<file path="config.mk">
export PLATFORM = sky130hd
export DESIGN_NAME = rcc_frame_sched
export DESIGN_NICKNAME = d
export VERILOG_FILES = /design/src/rtl/rcc_frame_sched.sv
export SDC_FILE = /design/constraint.sdc
export NUM_CORES = 1
export LEC_CHECK = 0
export BUFFER_PORTS_ARGS = -buffer_cell sky130_fd_sc_hd__buf_4
export CORE_MARGIN = 8
export CORE_UTILIZATION = 50
export CTS_CLUSTER_SIZE = 30
export DETAILED_ROUTE_END_ITERATION = 10
export HOLD_SLACK_MARGIN = 0.06
export PLACE_DENSITY = 0.75
export SYNTH_ARGS = -nofsm -noshare
export SYNTH_HDL_FRONTEND = slang
export SYNTH_SLANG_ARGS = --single-unit
</file>
<file path="constraint.sdc">
create_clock -name clk -period 2.9 [get_ports clk]
set_input_delay 0.87 -clock clk [delete_from_list [all_inputs] [get_ports clk]]
set_output_delay 0.87 -clock clk [all_outputs]
set_load 0.02 [all_outputs]
</file>
<file path="src/rtl/rcc_frame_sched.sv">
// rcc_frame_sched: double-buffers eight tone magnitudes per frame and replays them
// as nine strobed converter writes, then holds off for GAP_CYCLES before the next frame.
module rcc_frame_sched #(
  parameter int          GAP_CYCLES  = 128,
  parameter logic [3:0]  ADDR_COMMIT = 4'hF
) (
  input  logic        clk,
  input  logic        reset_n,
  input  logic        bin_valid,
  output logic        bin_ready,
  input  logic [2:0]  bin_index,
  input  logic [15:0] bin_mag,
  input  logic        bin_last,
  output logic        rcc_clk,
  output logic [3:0]  address,
  output logic [15:0] din,
  output logic        busy,
  output logic [7:0]  frame_count
);
  localparam int CW = (GAP_CYCLES > 1) ? $clog2(GAP_CYCLES) : 1;
  typedef enum logic [2:0] {IDLE, SETUP, HIGH, HOLD, GAP} state_t;
  state_t state, state_n;
  logic [7:0][15:0] f, s;
  logic p, swap, accept;
  logic [3:0] k, k_n;
  logic [CW-1:0] cnt, cnt_n;
  logic rcc_clk_n;
  logic [3:0] address_n;
  logic [15:0] din_n;
  logic [7:0] frame_count_n;
  assign bin_ready = !p;
  assign accept = bin_valid && !p;
  assign swap = p && (state == IDLE);
  assign busy = (state != IDLE) || p;
  always_ff @(posedge clk or negedge reset_n)
    if (!reset_n) begin
      f <= '0;
      s <= '0;
      p <= 1'b0;
    end else if (swap) begin
      s <= f;
      f <= '0;
      p <= 1'b0;
    end else if (accept) begin
      f[bin_index] <= bin_mag;
      if (bin_last) p <= 1'b1;
    end
  always_ff @(posedge clk or negedge reset_n)
    if (!reset_n) begin
      state       <= IDLE;
      k           <= '0;
      cnt         <= '0;
      rcc_clk     <= 1'b0;
      address     <= '0;
      din         <= '0;
      frame_count <= '0;
    end else begin
      state       <= state_n;
      k           <= k_n;
      cnt         <= cnt_n;
      rcc_clk     <= rcc_clk_n;
      address     <= address_n;
      din         <= din_n;
      frame_count <= frame_count_n;
    end
  always_comb begin
    state_n       = state;
    k_n           = k;
    cnt_n         = cnt;
    rcc_clk_n     = rcc_clk;
    address_n     = address;
    din_n         = din;
    frame_count_n = frame_count;
    case (state)
      IDLE: if (swap) begin
        address_n = '0;
        din_n     = f[0];
        k_n       = '0;
        state_n   = SETUP;
      end
      SETUP: begin
        rcc_clk_n     = 1'b1;
        frame_count_n = (k == 4'd8) ? frame_count + 8'd1 : frame_count;
        state_n       = HIGH;
      end
      HIGH: begin
        rcc_clk_n = 1'b0;
        state_n   = HOLD;
      end
      HOLD: if (k == 4'd8) begin
        cnt_n   = CW'(GAP_CYCLES - 1);
        state_n = GAP;
      end else if (k == 4'd7) begin
        k_n       = 4'd8;
        address_n = ADDR_COMMIT;
        din_n     = '0;
        state_n   = SETUP;
      end else begin
        k_n       = k + 4'd1;
        address_n = k + 4'd1;
        din_n     = s[k[2:0] + 3'd1];
        state_n   = SETUP;
      end
      GAP: begin
        cnt_n   = (cnt == '0) ? cnt : cnt - 1'b1;
        state_n = (cnt == '0) ? IDLE : GAP;
      end
      default: state_n = IDLE;
    endcase
  end
endmodule
</file>
**After elaboration in Yosys (flattened, before gate mapping)**

Cells that the tools add are included.

- Order comparisons: 3
- Muxes and demuxes: 29
- Reduce and logical (&&, ||, !) cells: 17
- Add/subtract/negate cells: 4
- Eq/ne operators: 10

Operators by type and width:

| cell | count |
|---|---|
| 128-bit two-way mux | 2 |
| 128-bit bitwise mux | 1 |
| 16-bit two-way mux | 5 |
| 16-bit binary-select mux with 3-bit select | 1 |
| 16-bit demux with 3-bit select | 1 |
| 16-bit case mux with 2 select lines | 1 |
| 4-bit two-way mux | 5 |
| 4-bit case mux with 2 select lines | 2 |
| 3-bit case mux with 5 select lines | 1 |
| 7-bit two-way mux | 2 |
| 7-bit case mux with 2 select lines | 1 |
| 2-bit nonzero test | 5 |
| 3-bit two-way mux | 3 |
| 8-bit by 1-bit adder with 8-bit output (second input constant) | 1 |
| 3-bit by 4-bit < comparator with 1-bit output (second input constant) | 2 |
| 2-bit inequality test (second input constant) | 4 |
| 7-bit zero test | 1 |
| 7-bit by 1-bit subtractor with 7-bit output (second input constant) | 1 |
| 3-bit by 2-bit equality test with 1-bit output (second input constant) | 2 |
| 3-bit AND reduction | 2 |
| 4-bit by 1-bit adder with 4-bit output (second input constant) | 1 |
| 4-bit by 3-bit equality test with 1-bit output (second input constant) | 1 |
| 4-bit equality test (second input constant) | 1 |
| 2-bit AND reduction | 2 |
| other kinds (11) | 15 |

- Flip-flop bits (word level): 300
- Output and inout bits: 31
- Logic and storage cells: 87

**Longest topological paths before layout**

Gate-level depths: netlist of the first run.

- Depth in word-level cells: 7
- Gate-level depth with buffers: 10

**Worst setup path after synthesis of the first run**

OpenSTA, ideal clock, no wires.

- Path type: reg-to-reg
- From: register k[0]
- To: register din[6]
- Buffers on the path: 4
- Path slack: 410 ps
- Cell stages (with the launch flop): 11
- Library setup time: 118 ps
- Arrival time: 2,372 ps
- Path through: dfrtp_1 -> buf_6 -> buf_2 -> inv_1 -> ha_1 -> buf_2 -> clkbuf_1 -> mux4_2 -> a32oi_1 -> a22oi_1 -> a21o_1

- Word-level cells in the longest chain between the ends: 6

RTL lines:

| item | line | source |
|---|---|---|
| start, declared | 25 | `logic [3:0] k, k_n;` |
| start signal, assigned | 59 | `k <= k_n;` |
| 3-bit by 1-bit adder with 3-bit output | 101 | `din_n = s[k[2:0] + 3'd1];` |
| 16-bit binary-select mux with 3-bit select | 101 |  |
| 16-bit two-way mux (not written as such) | 101 |  |
| 16-bit two-way mux | 93 | `end else if (k == 4'd7) begin` |
| 16-bit two-way mux | 90 | `HOLD: if (k == 4'd8) begin` |
| 16-bit case mux with 2 select lines | 74 | `case (state)` |
| end signal, assigned | 63 | `din <= din_n;` |
| end, declared | 16 | `output logic [15:0] din,` |

Parallel ways exist; a longest one is shown, timed or not. The select of a mux whose other input is x is not followed.
A chain may end at the register's enable or synchronous reset.

**Final worst setup path of the first run**

- From: register state[1]
- To: output port busy

- Word-level cells in the longest chain between the ends: 2

RTL lines:

| item | line | source |
|---|---|---|
| start, declared | 22 | `state_t state, state_n;` |
| start signal, assigned | 58 | `state <= state_n;` |
| 3-bit nonzero test | 34 | `assign busy = (state != IDLE) \|\| p;` |
| 1-bit logical OR | 34 |  |
| end, declared | 17 | `output logic busy,` |

Every way passes these cells.

==> results of run 1 <==
-- kinds of logic (layout without fill, tap and decap cells) --
family          Yosys count  count (layout)  share of synthesized area, %
compound gates          200             200                         13.21
xor+xnor                 10              10                        0.7000
fa+ha+maj                 4               4                        0.4000
buf+inv                  94             143                         3.720
flops                   299             299                         59.80
mux                      37              37                         6.180
other cells               0               1                             0
simple gates            473             473                         15.99
-- metrics by stage --
stage | std cells | power (mW)
after floorplan | 1117 | 5.616
after global placement | 1441 | 5.882
after detailed placement | 1441 | 5.930
after CTS | 1496 | 10.07
after global routing | 1497 | 10.38
final | 1497 | 10.02
-- flip-flops by register name, summed over array words and instances (netlist names) --
signal	flops
p	1
address	4
cnt	7
frame_count	8
k	3
din	16
rcc_clk	1
s	128
f	128
state	3
-- area by class of cell --
class / instances / area (µm²) / area share (%)
well taps: 330 / 412.9 / 2.888
clock inverters: 12 / 207.7 / 1.453
clock buffers: 43 / 869.6 / 6.083
repair buffers: 82 / 723.2 / 5.059
diodes: 1 / 2.502 / 0.01750
multi-input cells: 724 / 4574 / 32.00
flip-flops and latches: 299 / 7483 / 52.35
inverters: 6 / 22.52 / 0.1575
-- critical path, cell delays in order (launching register included) --
cell and delay, ns:
dfrtp_1 0.53, or4_1 0.60, buf_4 0.18
-- power by group through the flow --
stage	clock [mW]	sequential [mW]	combinational, mW
final	4.14	5.09	0.788
after detailed placement	0	5.14	0.790
after floorplan	0	5.04	0.574
after global placement	0	5.12	0.757
after CTS	4.19	5.08	0.802
after global routing	4.35	5.15	0.875
-- per-layer routing --
layer	wire [µm]	vias up	global-route usage (%)
met3	1983	32	3.558
li1	-	3909	-
met5	0	-	0
met2	14370	267	31.44
met4	443	0	4.703
met1	13110	4414	27.63
-- worst paths after layout --
kind                       slack [ns]  startpoint  cells after the start      to
max                              0.17    state[1]                      2    busy
min in group clk                 0.45      f[110]                      2  s[110]
min                              0.21     reset_n                      1   s[72]
max in group asynchronous        1.87     reset_n                      2    k[0]
max reg2reg                      0.68        k[0]                      5  din[2]
min reg2reg                      0.45      f[110]                      2  s[110]
-- cells in the final DEF (no fill, tap or decap), drive strengths merged, types with 3 or more instances in the layout --
cell type,netlist,final
a21oi,10,10
buf,78,82
and3b,3,3
ha,4,4
clkinv,0,4
nor3b,3,3
xnor2,5,5
bufinv,0,5
nand2,400,400
a21o,13,13
o21ai,10,10
inv,6,6
a32oi,12,12
a22oi,12,12
nand4,6,6
mux4,32,32
nor2,30,30
xor2,5,5
nand3b,5,5
clkbuf,10,43
or4,3,3
nor3,5,5
mux2i,3,3
dfrtp,299,299
nand3,4,4
a22o,129,129
o31ai,4,4
clkinvlp,0,3
==> run_results.csv, run 1 <==
group,metric,value,unit
status,outcome,"finished, final reports clean",
global_route,grt.overflow.total,0,
global_route,grt_pass1_vias,8742,
synth,synth.distinct_cells,54,
placed_design,post-dp-hpwl,18090,µm
floorplanning,start_util,50.27,%
sta,setup-tns-final,0,ns
synth,seq_area_frac_synth,59.80,%
route,route.detailed.drc,0,
sta,relSlewSlack,41.80,%
sta,finalHoldViolations,0,
worst_setup_path,crit_path_end_kind,"output port",
pwr,seqPwrFrac,50.8,%
cts,cts_buffer_depth,3,
final_layout,drive_gt1_share,16.04,%
cts,numCtsBuffers,30,
floorplanning,rows,58,
synth,synthTopCellsByArea,"dfrtp_1 (60%), nand2_1 (12%), a22o_1 (9.0%)",
floorplanning,dieWidth,174.2,µm
hold_path,worstHoldPathType,"in -> async",
sta,fin_crit,2.726,ns
cts,clkTransAtPathRegs,0.06,ns
synth,yosysMostFrequentCell,"nand2_1",
sta,setup_slack,0.1740,ns
synth,synth_ff_type,"dfrtp_1",
synth,synthArstFlopShare,100.0,%
final_layout,fillers,2012,
synth,synth_nets,1144,
synth,yosys.area.top_type_share,59.80,%
cts,holdBufCountCts,0,
floorplanning,pin_count,54,
sta,fmax,0.3668,GHz
placed_design,placed_area,13220,µm²
final_layout,finalCoreUtilization,57.43,%
placed_design,gp_congestion,0.7763,
global_route,grt_max_degree,102,
sta,drv_slew,0,
sta,setup_viol,0,
global_route,antenna_found_initial,1,
cts,cts_tree,"yes",
synth,netlist_top_cells_count,"nand2_1 (400), dfrtp_1 (299), a22o_1 (129)",
worst_setup_path,critPathLaunchType,"flop",
floorplanning,fp.dieArea,30340,µm²
worst_setup_path,cp_max_fo,12,
sta,worstMarginPinSlew,0.8639,ns
synth,synth_area,12510,µm²
synth,synth.yosys.warnings,0,
final_layout,nNetsFinal,1170,
cts,postCtsResizedCells,0,
floorplanning,core,24890,µm²
pwr,leakagePower,7.332,nW
worst_setup_path,crit_type,"reg -> out",
synth,synth_edf_count,0,
final_layout,fin_area,14300,µm²
pwr,power_density,701.1,nW/µm²
route,drt-pass1-iter-count,5,
worst_setup_path,crit_required,2.03,ns
pwr,peakVddDrop,0.4695,mV
cts,insertion_delay,0.56,ns
placed_design,port_buffers,53,
sta,hold_ws,0.2137,ns
synth,netlist_instances,1117,
pwr,p_int,7.735,mW
run,cap_violations,0,
pwr,p_switching,2.289,mW
sta,rsz0062_at_grt,"false",
cts,cts-root-buf,"clkbuf_16",
pwr,p_comb_share,7.9,%
route,num_vias,8622,
route,first_iter_violations,832,
pwr,swShare,22.83,%
route,drt-total-wl,29900,µm
final_layout,area_delta_synth_final,14.26,%
synth,synth-seq-cells,299,
cts,post-cts-setup-buffers,0,
cts,cts_num_sinks,299,
cts,h-tree-depth,1,
route,viasPerCell,5.760,
route,post_drt_wl_per_cell,19.97,µm
synth,postSynthAreaPerCell,11.20,µm²
worst_setup_path,arrival,1.86,ns
synth,synth_area_leader_cell,"dfrtp_1",
global_route,track_usage,19.69,%
route,ant_nets,0,
placed_design,place_ws,0.7314,ns
sta,timing.final.crit_share,94.00,%
pwr,clkPwrFrac,41.3,%
global_route,grt_pass1_wl,48580,µm
floorplanning,die_h,174.2,µm
sta,fin_skew,0.02358,ns
Note: power is estimated with default switching activity, not from simulation.
==> run 2, diff against run 1 <==
Settings changed: CELL_PAD_IN_SITES_DETAIL_PLACEMENT from default to 1, CELL_PAD_IN_SITES_GLOBAL_PLACEMENT from default to 1, PLACE_DENSITY 0.75 to 0.88.
==> run 2 against run 1 <==
Compared with the run above: final cell count is 0.40% higher; global-route usage is 6.0 points higher; core utilization is 0.31 points higher; sequential cell count stayed put; critical endpoint unchanged; largest cell class unchanged; highest routed layer unchanged.
==> run_results.csv, run 2 (synthesis results as in run 1) <==
group,metric,value,unit
status,outcome,"finished, final reports clean",
sta,hold_ws,0.2937,ns
sta,fin_skew,0.02575,ns
pwr,p_switching,2.533,mW
route,drt-pass1-iter-count,6,
floorplanning,core,24890,µm²
floorplanning,fp.dieArea,30340,µm²
sta,finalHoldViolations,0,
pwr,seqPwrFrac,49.6,%
worst_setup_path,arrival,1.89,ns
worst_setup_path,critPathMaxStageDelay,0.60,ns
sta,timing.final.crit_share,95.11,%
global_route,grt_max_degree,114,
sta,setup-tns-final,0,ns
floorplanning,pin_count,54,
cts,insertion_delay,0.56,ns
route,drt-total-wl,38720,µm
pwr,p_comb_share,8.1,%
final_layout,layout_common_cells,"nand2_1 (400), dfrtp_1 (298), a22o_1 (129)",
cts,clkTransAtPathRegs,0.07,ns
global_route,track_usage,25.69,%
worst_setup_path,reg2reg_to,"din[2]",
placed_design,port_buffers,53,
pwr,leakagePower,7.389,nW
sta,relSlewSlack,33.26,%
pwr,clkPwrFrac,42.4,%
sta,worstMarginPinSlew,1.001,ns
worst_setup_path,slowest_stage,"or4_1",
pwr,p_int,7.904,mW
sta,fin_crit,2.758,ns
final_layout,nNetsFinal,1177,
final_layout,drive_gt1_share,16.88,%
sta,fmax,0.3625,GHz
final_layout,biggestRegsByFlops,"f x128, s x128, din x16",
pwr,power_density,726.1,nW/µm²
cts,cts_num_sinks,299,
sta,rsz0062_at_grt,"false",
global_route,grt_pass1_wl,61760,µm
worst_setup_path,worstPathCellList,"or4_1 -> buf_4",
global_route,antenna_found_initial,0,
worst_setup_path,rr_worst_depth,7,
pwr,peakVddDrop,0.4335,mV
floorplanning,die_h,174.2,µm
cts,holdBufCountCts,0,
global_route,grt.overflow.total,0,
placed_design,gp_congestion,0.7971,
final_layout,mostFrequentLayoutCell,"nand2_1",
worst_setup_path,r2r-start,"k[0]",
global_route,grt_pass1_vias,10620,
pwr,swShare,24.27,%
worst_setup_path,critPathLaunchType,"flop",
cts,h-tree-depth,1,
worst_setup_path,cp_max_fo,12,
route,ant_nets,0,
worst_setup_path,crit_path_end_kind,"output port",
final_layout,area_delta_synth_final,14.88,%
worst_setup_path,crit_required,2.03,ns
sta,drv_slew,0,
route,num_vias,9444,
floorplanning,dieWidth,174.2,µm
placed_design,post-dp-hpwl,21910,µm
sta,setup_viol,0,
cts,cts_buffer_depth,3,
floorplanning,start_util,50.27,%
cts,post-cts-setup-buffers,0,
cts,postCtsResizedCells,0,
final_layout,antennaDiodeCount,0,
cts,cts-root-buf,"clkbuf_16",
run,cap_violations,0,
route,route.detailed.drc,0,
route,viasPerCell,6.283,
route,post_drt_wl_per_cell,25.76,µm
hold_path,worstHoldPathType,"in -> async",
worst_setup_path,r2r_slack,0.52,ns
worst_setup_path,crit_type,"reg -> out",
floorplanning,rows,58,
cts,numCtsBuffers,31,
cts,cts_tree,"yes",
route,first_iter_violations,1059,
==> run 2: area by class of cell <==
class                   count  area, µm²
inverters                   6      22.52
fillers                  2521      10520
flip-flops and latches    299       7483
clock inverters            22      327.8
clock buffers              34      797.0
multi-input cells         724       4574
well taps                 330      412.9
repair buffers             88      755.7
==> run 2: routing by layer <==
metal	part of all wire [%]	routed length, µm	GRT usage (%)
met1	39	15110	31.94
met2	50	19540	43.30
met3	6.9	2669	4.947
met4	3.6	1399	10.90
met5	0	0	0
==> run 2: worst max-delay path: cells and delay by family (launching register included) <==
kind / cells / cell delay, ns
AND/OR/NAND/NOR: 1 / 0.60
flip-flops: 1 / 0.54
buffers and inverters: 1 / 0.18
==> run 2: worst max path at each step <==
stage	startpoint	endpoint	slack (ns)	depth (start not counted)
after CTS	state[1]	busy	0.15	2
after floorplan	k[0]	din[6]	0.41	10
after detailed placement	p	din[7]	0.58	6
after global placement	p	din[7]	0.73	6
after global routing	state[1]	busy	0.11	2
final	state[1]	busy	0.14	2
==> run 2: per-stage QoR <==
step / worst slack (ns) / util, % / cells / instance area, µm² / power [mW]
after floorplan: 0.4097 / - / 1117 / 12510 / 5.616
after global placement: 0.7291 / 53.23 / 1447 / 13250 / 5.896
after detailed placement: 0.5777 / 53.23 / 1447 / 13250 / 5.991
after CTS: 0.1514 / 57.75 / 1503 / 14370 / 10.47
after global routing: 0.1104 / 57.75 / 1503 / 14370 / 10.75
final: 0.1417 / 57.75 / 1503 / 14370 / 10.44
==> run 2: power groups by stage <==
stage / Combinational, mW / Sequential [mW] / Clock (mW)
2_1_floorplan: 0.574 / 5.04 / 0
3_3_place_gp: 0.748 / 5.15 / 0
3_5_place_dp: 0.806 / 5.18 / 0
4_1_cts: 0.850 / 5.16 / 4.46
5_1_grt: 0.923 / 5.22 / 4.61
6_report: 0.840 / 5.17 / 4.42
